`config.mk`:
```
export PLATFORM = sky130hd
export DESIGN_NAME = spmv_fp16_mul
export DESIGN_NICKNAME = d
export VERILOG_FILES = /design/src/rtl/spmv_fp16_mul.sv
export SDC_FILE = /design/constraint.sdc
export NUM_CORES = 1
export LEC_CHECK = 0
export ABC_AREA = 1
export BUFFER_PORTS_ARGS = -buffer_cell sky130_fd_sc_hd__buf_2
export CORE_ASPECT_RATIO = 0.6
export CORE_MARGIN = 5
export CORE_UTILIZATION = 55
export DETAILED_ROUTE_END_ITERATION = 16
export GPL_TIMING_DRIVEN = 0
export PLACE_DENSITY_LB_ADDON = 0.05
export REMOVE_ABC_BUFFERS = 1
export SYNTH_ARGS = -nofsm -noshare
export SYNTH_HDL_FRONTEND = slang
export SYNTH_SLANG_ARGS = --single-unit
```
`constraint.sdc`:
```
create_clock -name i_clk -period 2.09 [get_ports i_clk]
set_input_delay 0.1045 -clock i_clk [delete_from_list [all_inputs] [get_ports i_clk]]
set_output_delay 0.1045 -clock i_clk [all_outputs]
set_load 0.02 [all_outputs]
```
`src/rtl/spmv_fp16_mul.sv`:
```
// Two-stage FP16 multiplier feeding the SpMV accumulator; truncating, no NaN/Inf semantics.
// Optional macro SPMV_MUL_SAT_EN: overflow saturates to max finite instead of infinity.
module spmv_fp16_mul (
    input  logic        i_clk,
    input  logic        i_rstn,
    input  logic        in_valid,
    output logic        in_ready,
    input  logic [15:0] mat_val,
    input  logic [15:0] vec_val,
    output logic        out_valid,
    input  logic        out_ready,
    output logic [15:0] mul_result,
    output logic        ovf_flag,
    output logic        unf_flag
);

`ifdef SPMV_MUL_SAT_EN
    localparam logic [14:0] OVF_MAG = 15'h7BFF;
`else
    localparam logic [14:0] OVF_MAG = 15'h7C00;
`endif

    logic        s1_valid_r;
    logic        s1_sign_r;
    logic [6:0]  s1_exp_r;
    logic [21:0] s1_prod_r;
    logic        s1_zero_r;

    logic        out_valid_r;
    logic [15:0] result_r;
    logic        s2_ovf_r;
    logic        s2_unf_r;
    logic        ovf_flag_r;
    logic        unf_flag_r;

    logic        adv2_s;
    logic        in_ready_s;
    logic        out_fire_s;
    logic [21:0] prod_s;
    logic [6:0]  exp_sum_s;
    logic        zero_s;
    logic [6:0]  norm_exp_s;
    logic [9:0]  norm_mant_s;
    logic [15:0] norm_result_s;
    logic        norm_ovf_s;
    logic        norm_unf_s;

    // Handshake: S2 frees when empty or drained; S1 frees when empty or moving into S2.
    always_comb begin
        adv2_s     = !out_valid_r || out_ready;
        in_ready_s = !s1_valid_r || adv2_s;
        out_fire_s = out_valid_r && out_ready;
    end

    // Stage-1 datapath: sign, biased exponent sum (two's complement), raw mantissa product.
    always_comb begin
        prod_s    = 22'({1'b1, mat_val[9:0]}) * 22'({1'b1, vec_val[9:0]});
        exp_sum_s = 7'(mat_val[14:10]) + 7'(vec_val[14:10]) - 7'd15;
        zero_s    = (mat_val[14:10] == 5'd0) || (vec_val[14:10] == 5'd0);
    end

    // Stage-1 register.
    always_ff @(posedge i_clk or negedge i_rstn) begin
        if (!i_rstn) begin
            s1_valid_r <= 1'b0;
            s1_sign_r  <= 1'b0;
            s1_exp_r   <= 7'd0;
            s1_prod_r  <= 22'd0;
            s1_zero_r  <= 1'b0;
        end else if (in_ready_s) begin
            s1_valid_r <= in_valid;
            if (in_valid) begin
                s1_sign_r <= mat_val[15] ^ vec_val[15];
                s1_exp_r  <= exp_sum_s;
                s1_prod_r <= prod_s;
                s1_zero_r <= zero_s;
            end
        end
    end

    // Normalization: one-bit shift on carry-out, then range check on the final exponent.
    always_comb begin
        norm_exp_s    = s1_exp_r;
        norm_mant_s   = s1_prod_r[19:10];
        norm_result_s = 16'h0000;
        norm_ovf_s    = 1'b0;
        norm_unf_s    = 1'b0;
        if (s1_prod_r[21]) begin
            norm_exp_s  = s1_exp_r + 7'd1;
            norm_mant_s = s1_prod_r[20:11];
        end else begin
            norm_exp_s  = s1_exp_r;
            norm_mant_s = s1_prod_r[19:10];
        end
        if (s1_zero_r) begin
            norm_result_s = 16'h0000;
        end else if ($signed(norm_exp_s) < 7'sd1) begin
            norm_result_s = 16'h0000;
            norm_unf_s    = 1'b1;
        end else if ($signed(norm_exp_s) > 7'sd30) begin
            norm_result_s = {s1_sign_r, OVF_MAG};
            norm_ovf_s    = 1'b1;
        end else begin
            norm_result_s = {s1_sign_r, norm_exp_s[4:0], norm_mant_s};
        end
    end

    // Stage-2 register: holds its product while downstream stalls.
    always_ff @(posedge i_clk or negedge i_rstn) begin
        if (!i_rstn) begin
            out_valid_r <= 1'b0;
            result_r    <= 16'h0000;
            s2_ovf_r    <= 1'b0;
            s2_unf_r    <= 1'b0;
        end else if (adv2_s) begin
            out_valid_r <= s1_valid_r;
            if (s1_valid_r) begin
                result_r <= norm_result_s;
                s2_ovf_r <= norm_ovf_s;
                s2_unf_r <= norm_unf_s;
            end
        end
    end

    // Sticky range flags, raised as the offending product is handed downstream.
    always_ff @(posedge i_clk or negedge i_rstn) begin
        if (!i_rstn) begin
            ovf_flag_r <= 1'b0;
            unf_flag_r <= 1'b0;
        end else if (out_fire_s) begin
            ovf_flag_r <= ovf_flag_r | s2_ovf_r;
            unf_flag_r <= unf_flag_r | s2_unf_r;
        end
    end

    assign in_ready   = in_ready_s;
    assign out_valid  = out_valid_r;
    assign mul_result = result_r;
    assign ovf_flag   = ovf_flag_r;
    assign unf_flag   = unf_flag_r;

endmodule

```
==> flow_summary_export.csv, run 1 <==
group,metric,value,unit
status,status,"finished with violations",
status,violations,"negative setup slack",
worst_setup_path,critPathTopFamily,"adder cells",
clock_tree,insertion_delay,290,ps
grt,grt_max_degree,44,
clock_tree,cts_buffer_depth,2,
power_and_ir_drop,peakVddDrop,0.00127,V
placed_design,place_congestion,0.869,
placed_design,place_ws,-2910,ps
drt,drt-pass1-iter-count,4,
clock_tree,cts.sinks,43,
power_and_ir_drop,power.leakage,4.43,nW
drt,routedWlPerCell,14.6,um
worst_setup_path,crit_end,"s1_prod_r[21]$_DFFE_PN0P_",
worst_setup_path,crit_chain,"buf_12 > nand2_4 > fa_1 > inv_2 > fa_1 > fa_1 > fa_1 > inv_1 > fa_1 > inv_2 > ha_4 > buf_6 > buf_6 > nand2_8 > inv_4 > a21oi_4 > nand2_1 > nand2_1 > nand4_1 > nand3_1 > o21ai_1",
worst_setup_path,cp_slowest_cell,"fa_1",
worst_setup_path,critical_path_buf_inv_count,7,
sta,rsz0062_at_grt,"yes",
grt,grt_pass1_wl,26.4,mm
yosys,avgSynthCellArea,7.49,um2
yosys,yosysWarnings,0,
sta,period_share,190,%
job,cap_violations,0,
drt,drc,0,
grt,grt-ovfl-total,0,
placed_design,dpl.hpwl,11.9,mm
hold_path,hp-class,"in -> reg",
worst_setup_path,path_common_cell,"fa_1",
worst_setup_path,path_max_fanout,8,
drt,ant_nets,0,
sta,fin_hold_ws,114,ps
placed_design,port_buffers,55,
floorplan,core,11300,um2
yosys,ys_seq_area_share,16.9,%
worst_setup_path,worstRegToRegCells,5,
worst_setup_path,max_stage_delay,570,ps
sta,setup-tns-final,-21570,ps
sta,relSlewSlack,36.3,%
sta,finalHoldViolCount,0,
grt,antenna_found_initial,0,
drt,vias_per_cell,5.06,
yosys,ys_ff_latch,43,
floorplan,die_h,93.4,um
finish,final_util,70.1,%
worst_setup_path,rr_startpoint,"out_valid$_DFFE_PN0P_",
yosys,syn_inst,850,
sta,slew_viol_final,0,
floorplan,num_io_pins,56,
worst_setup_path,cp.depth,21,
finish,area_growth,24.3,%
finish,diodes,0,
worst_setup_path,cp.required,2240,ps
finish,nNetsFinal,1102,
worst_setup_path,start_kind,"primary input",
floorplan,row_count,30,
yosys,synthDistinctLibCells,35,
worst_setup_path,rr_endpoint,"s1_prod_r[10]$_DFFE_PN0P_",
clock_tree,cts_root_buffer,"clkbuf_16",
worst_setup_path,crit_path_start,"mat_val[2]",
worst_setup_path,cp.arrival,4130,ps
yosys,synthesis.area,6370,um2
sta,fmax,0.251,GHz
worst_setup_path,rrSetupSlack,70,ps
worst_setup_path,crit_type,"in -> reg",
clock_tree,numCtsBuffers,5,
drt,vias,5469,
grt,grt_pass1_vias,5544,
power_and_ir_drop,p_per_area,1640,nW/um2
clock_tree,cts_tree,"done",
floorplan,initial_core_util,56.4,%
clock_tree,htree_levels,2,
sta,min_period,3980,ps
sta,fin_ws,-1890,ps
clock_tree,cts.clk_slew.worst_paths,70,ps
drt,drt-initial-drc-count,260,
drt,totalWireLength,15.8,mm
sta,setup_viol,12,
finish,layout-drive-gt1-share,23.5,%
grt,grt_usage,23.5,%
floorplan,die_x,149,um
sta,clock_skew,5.35,ps
worst_setup_path,endpoint_kind,"register",
sta,worst_pin_slew,955,ps
floorplan,die_area,13900,um2
-- worst min path at each step --
stage,from,end,depth (start not counted)
final,out_ready,out_valid$_DFFE_PN0P_,4
after global routing,out_ready,unf_flag$_DFFE_PN0P_,3
after CTS,out_ready,out_valid$_DFFE_PN0P_,4
after detailed placement,i_rstn,mul_result[1]$_DFFE_PN0P_,1
after global placement,i_rstn,out_valid$_DFFE_PN0P_,1
after floorplan,i_rstn,mul_result[0]$_DFFE_PN0P_,0
-- through the flow --
step	power (mW)	cells	cell area, um2
3_3_place_gp	8.01	1036	6700
5_1_grt	14.2	1081	7920
3_5_place_dp	8.11	1036	6700
4_1_cts	11.1	1061	7500
6_report	13.0	1081	7920
2_1_floorplan	6.36	821	6220
-- state kept, by name, indices dropped and copies added (netlist names) --
name / count
ovf_flag: 1
s1_zero_r: 1
s2_ovf_r: 1
s2_unf_r: 1
out_valid: 1
s1_valid_r: 1
s1_exp_r: 7
s1_sign_r: 1
unf_flag: 1
s1_prod_r: 12
mul_result: 16
-- cells by family after synthesis --
logic type	Yosys count	synth area share (%)
fa+ha+maj	146	38.1
flops	43	16.9
buf+inv	240	14.7
xor+xnor	10	1.49
compound gates	58	5.13
simple gates	353	23.7
-- layer usage --
metal  track usage (%)  share of wire (%)
met1              35.4                 48
met2              36.5                 45
met3              4.41                6.5
met4              2.74               0.57
met5                 0                  0
-- cell usage after synthesis, drive strengths merged --
cell type	count	share of area, %
nand2	274	16
inv	211	12
fa	80	25
ha	66	13
dfrtp	43	17
nand3	38	3.9
o21ai	26	2.0
nor2	25	1.8
clkbuf	22	1.3
a21oi	17	1.4
buf	7	0.98
nor3	7	0.63
o21bai	6	0.71
xnor2	6	0.82
a31oi	4	0.39
nand3b	4	0.47
xor2	4	0.67
nand4	3	0.29
o21a	2	0.24
a21boi	1	0.12
a21o	1	0.12
nor4	1	0.098
o211ai	1	0.12
or2	1	0.098
-- cell usage in the layout (no fill, tap or decap), types with 3 or more instances in the layout --
master      count
o21bai_1        4
nor3_1          3
clkinvlp_4      3
a21oi_1         8
o21ai_0        17
xnor2_1         5
nor3_2          4
buf_6          11
inv_2          12
buf_12         15
a21oi_2         5
nand2_4         8
nand2_1       237
nand4_1         3
nor2_2          3
buf_4          27
nand3b_1        4
fa_1           80
nor2_1         18
buf_2          37
inv_1         196
o21ai_1         7
ha_1           52
nand3_2        17
a21oi_4         4
nor2_4          3
nand3_1        21
clkbuf_16       5
nand2_2        28
ha_4           13
dfrtp_1        40
-- timing repair --
item	4_1_cts	5_1_grt
endpoints found under the setup margin	29	28
endpoints found under the hold margin	18	0
resized for setup	137	66
hold buffers	1	0
setup buffers	16	21
pin swaps	42	31
gates cloned	0	1
-- worst register-to-register path, stage by stage (launching register included) --
cell	delay, ps
dfrtp_1	400
nand3_1	150
nand2_2	310
inv_1	610
o21ai_0	260
o21ai_0	210
-- power breakdown --
group	switching [mW]	internal (mW)
registers	0.241	1.17
logic	6.25	4.55
clock network	0.334	0.440
total	6.83	6.16
-- final cells by class --
cell class | count | area [um2]
clock buffer | 5 | 125
inverter | 211 | 803
sequential | 43 | 1080
clock inverter | 3 | 20.0
tap | 160 | 200
timing repair inverter | 1 | 6.26
fill | 930 | 3380
timing repair buffer | 91 | 822
multi-input combinational | 567 | 4860
(Power assumes the default switching activity.)
==> run 2, diff against run 1 <==
- clock period: 2.09 -> 4.17 ns (I/O delays scaled with it)
==> run 2 against run 1 <==
Against the previous run:
- sequential cell count unchanged
- largest cell class unchanged
- non-clock buffer count down 12
- die area unchanged
- highest routed layer unchanged
- clock power down 50%
- register-to-register slack better by 1800 ps
- the flow now finishes without violations
- critical endpoint is now s1_prod_r[16]$_DFFE_PN0P_
- combinational power down 56%
- critical path type unchanged
- hold slack worse by 48 ps
- first-iteration DRC count up 20%
==> flow_summary_export.csv, run 2 (synthesized netlist as in run 1, its figures left out) <==
group,metric,value,unit
status,status,"finished clean",
finish,final_cell_mix,"245 x nand2_1, 200 x inv_1, 79 x fa_1",
worst_setup_path,cp.required,4340,ps
clock_tree,cts.sinks,43,
sta,clock_skew,4.45,ps
grt,grt_max_degree,44,
power_and_ir_drop,internal_power,2.75,mW
grt,antenna_found_initial,0,
placed_design,place_inst,1036,
sta,fmax,0.241,GHz
hold_path,hp-class,"in -> async",
finish,area_growth,18.4,%
drt,routedWlPerCell,14.0,um
sta,fin_ws,27.8,ps
worst_setup_path,path_max_fanout,7,
power_and_ir_drop,p_per_area,771,nW/um2
finish,final_util,66.8,%
sta,relSlewSlack,36.6,%
floorplan,row_count,30,
power_and_ir_drop,pwr-share-seq,12.0,%
sta,rsz0062_at_grt,"yes",
grt,grt-ovfl-total,0,
clock_tree,insertion_delay,290,ps
floorplan,die_x,149,um
drt,drc,0,
grt,grt_pass1_wl,25.8,mm
grt,grt_usage,22.9,%
finish,instances_no_fill,1068,
placed_design,dpl.hpwl,11.9,mm
clock_tree,cts.clk_slew.worst_paths,60,ps
placed_design,place_ws,-938,ps
sta,setup_viol,0,
power_and_ir_drop,clkPwrFrac,6.7,%
floorplan,die_area,13900,um2
power_and_ir_drop,peakVddDrop,0.000629,V
clock_tree,hold_buffers,0,
drt,wl_met3,951,um
sta,worst_pin_slew,951,ps
clock_tree,cts_buffer_depth,2,
clock_tree,cts_tree,"done",
finish,final_area,7540,um2
floorplan,num_io_pins,56,
floorplan,die_h,93.4,um
drt,wl_met2,6.59,mm
worst_setup_path,endpoint_kind,"register",
sta,fin_hold_ws,66.1,ps
power_and_ir_drop,power.leakage,4.34,nW
worst_setup_path,start_kind,"primary input",
floorplan,initial_core_util,56.4,%
drt,vias,5400,
drt,vias_per_cell,5.06,
clock_tree,cts_root_buffer,"clkbuf_16",
worst_setup_path,cp.arrival,4320,ps
finish,nNetsFinal,1089,
drt,drt-pass1-iter-count,4,
finish,layout-drive-gt1-share,19.3,%
drt,highest_layer,"met4",
clock_tree,numCtsBuffers,5,
sta,finalHoldViolCount,0,
power_and_ir_drop,p_sw,3.07,mW
grt,grt_pass1_vias,5406,
finish,fill_cells,978,
drt,wl_met1,7.30,mm
placed_design,port_buffers,55,
placed_design,place_area,6700,um2
power_and_ir_drop,swShare,52.8,%
sta,min_period,4140,ps
sta,period_share,99.3,%
finish,diodes,0,
drt,ant_nets,0,
power_and_ir_drop,pwr-share-comb,81.3,%
sta,slew_viol_final,0,
clock_tree,htree_levels,2,
worst_setup_path,crit_type,"in -> reg",
floorplan,core,11300,um2
finish,largest_reg_flops,16,
finish,final_common_cell,"nand2_1",
job,cap_violations,0,
drt,drt-initial-drc-count,311,
placed_design,place_congestion,0.869,
drt,totalWireLength,15.0,mm
==> run 2: layer usage <==
layer  up-vias  global-route usage [%]
li1       2631                       -
met1      2598                    34.8
met2       154                    34.6
met3        17                    4.99
met4         0                    2.82
met5         -                       0
==> run 2: critical path, cell delays in order <==
cell	delay, ps
buf_12	100
nand2_4	50
fa_1	540
inv_2	40
fa_1	470
inv_1	50
fa_1	520
inv_2	40
fa_1	470
inv_1	50
fa_1	510
inv_2	50
ha_4	280
nand2_4	60
nor2_4	100
nand2_1	50
o211ai_1	170
buf_4	200
nand2_2	70
nand2_1	70
nand2_1	60
nand3_2	80
nand2_1	70
==> run 2: repair_timing <==
action,in CTS,in global routing
gates cloned,0,0
resized for setup,75,66
endpoints found under the setup margin,12,12
pin swaps,17,36
buffers inserted,6,18
==> run 2: final cells by class <==
cell class              instances  area, um2  share of cell area [%]
clock buffers                   5        125                    1.66
clock inverters                 3       20.0                   0.265
inverters                     211        792                    10.5
multi-input cells             567       4660                    61.8
flip-flops and latches         43       1080                    14.3
well taps                     160        200                    2.65
repair buffers                 79        666                    8.83
==> run 2: through the flow <==
step           power [mW]  TNS, ps
6_report             5.82        0
5_1_grt              6.46     -747
4_1_cts              5.13        0
3_5_place_dp         4.07    -7680
3_3_place_gp         4.02    -7190
2_1_floorplan        3.19     -479
==> run 2: path summary, 6_finish.rpt <==
| kind | from | end | slack [ps] | cells past startpoint |
|---|---|---|---|---|
| setup / recovery | vec_val[2] | s1_prod_r[16]$_DFFE_PN0P_ | 30 | 23 |
| hold / removal | i_rstn | out_valid$_DFFE_PN0P_ | 70 | 1 |
| setup reg to reg | s1_prod_r[21]$_DFFE_PN0P_ | mul_result[10]$_DFFE_PN0P_ | 1870 | 10 |
| hold reg to reg | unf_flag$_DFFE_PN0P_ | unf_flag$_DFFE_PN0P_ | 470 | 1 |
| max in group asynchronous | i_rstn | s1_prod_r[20]$_DFFE_PN0P_ | 3510 | 1 |
| min in group i_clk | out_ready | out_valid$_DFFE_PN0P_ | 200 | 4 |
==> run 2: power by group through the flow <==
stage	logic [mW]	registers (mW)	clock network [mW]
6_report	4.73	0.698	0.387
3_3_place_gp	3.32	0.700	0
2_1_floorplan	2.41	0.775	0
5_1_grt	5.33	0.721	0.415
3_5_place_dp	3.36	0.704	0
4_1_cts	4.04	0.697	0.393
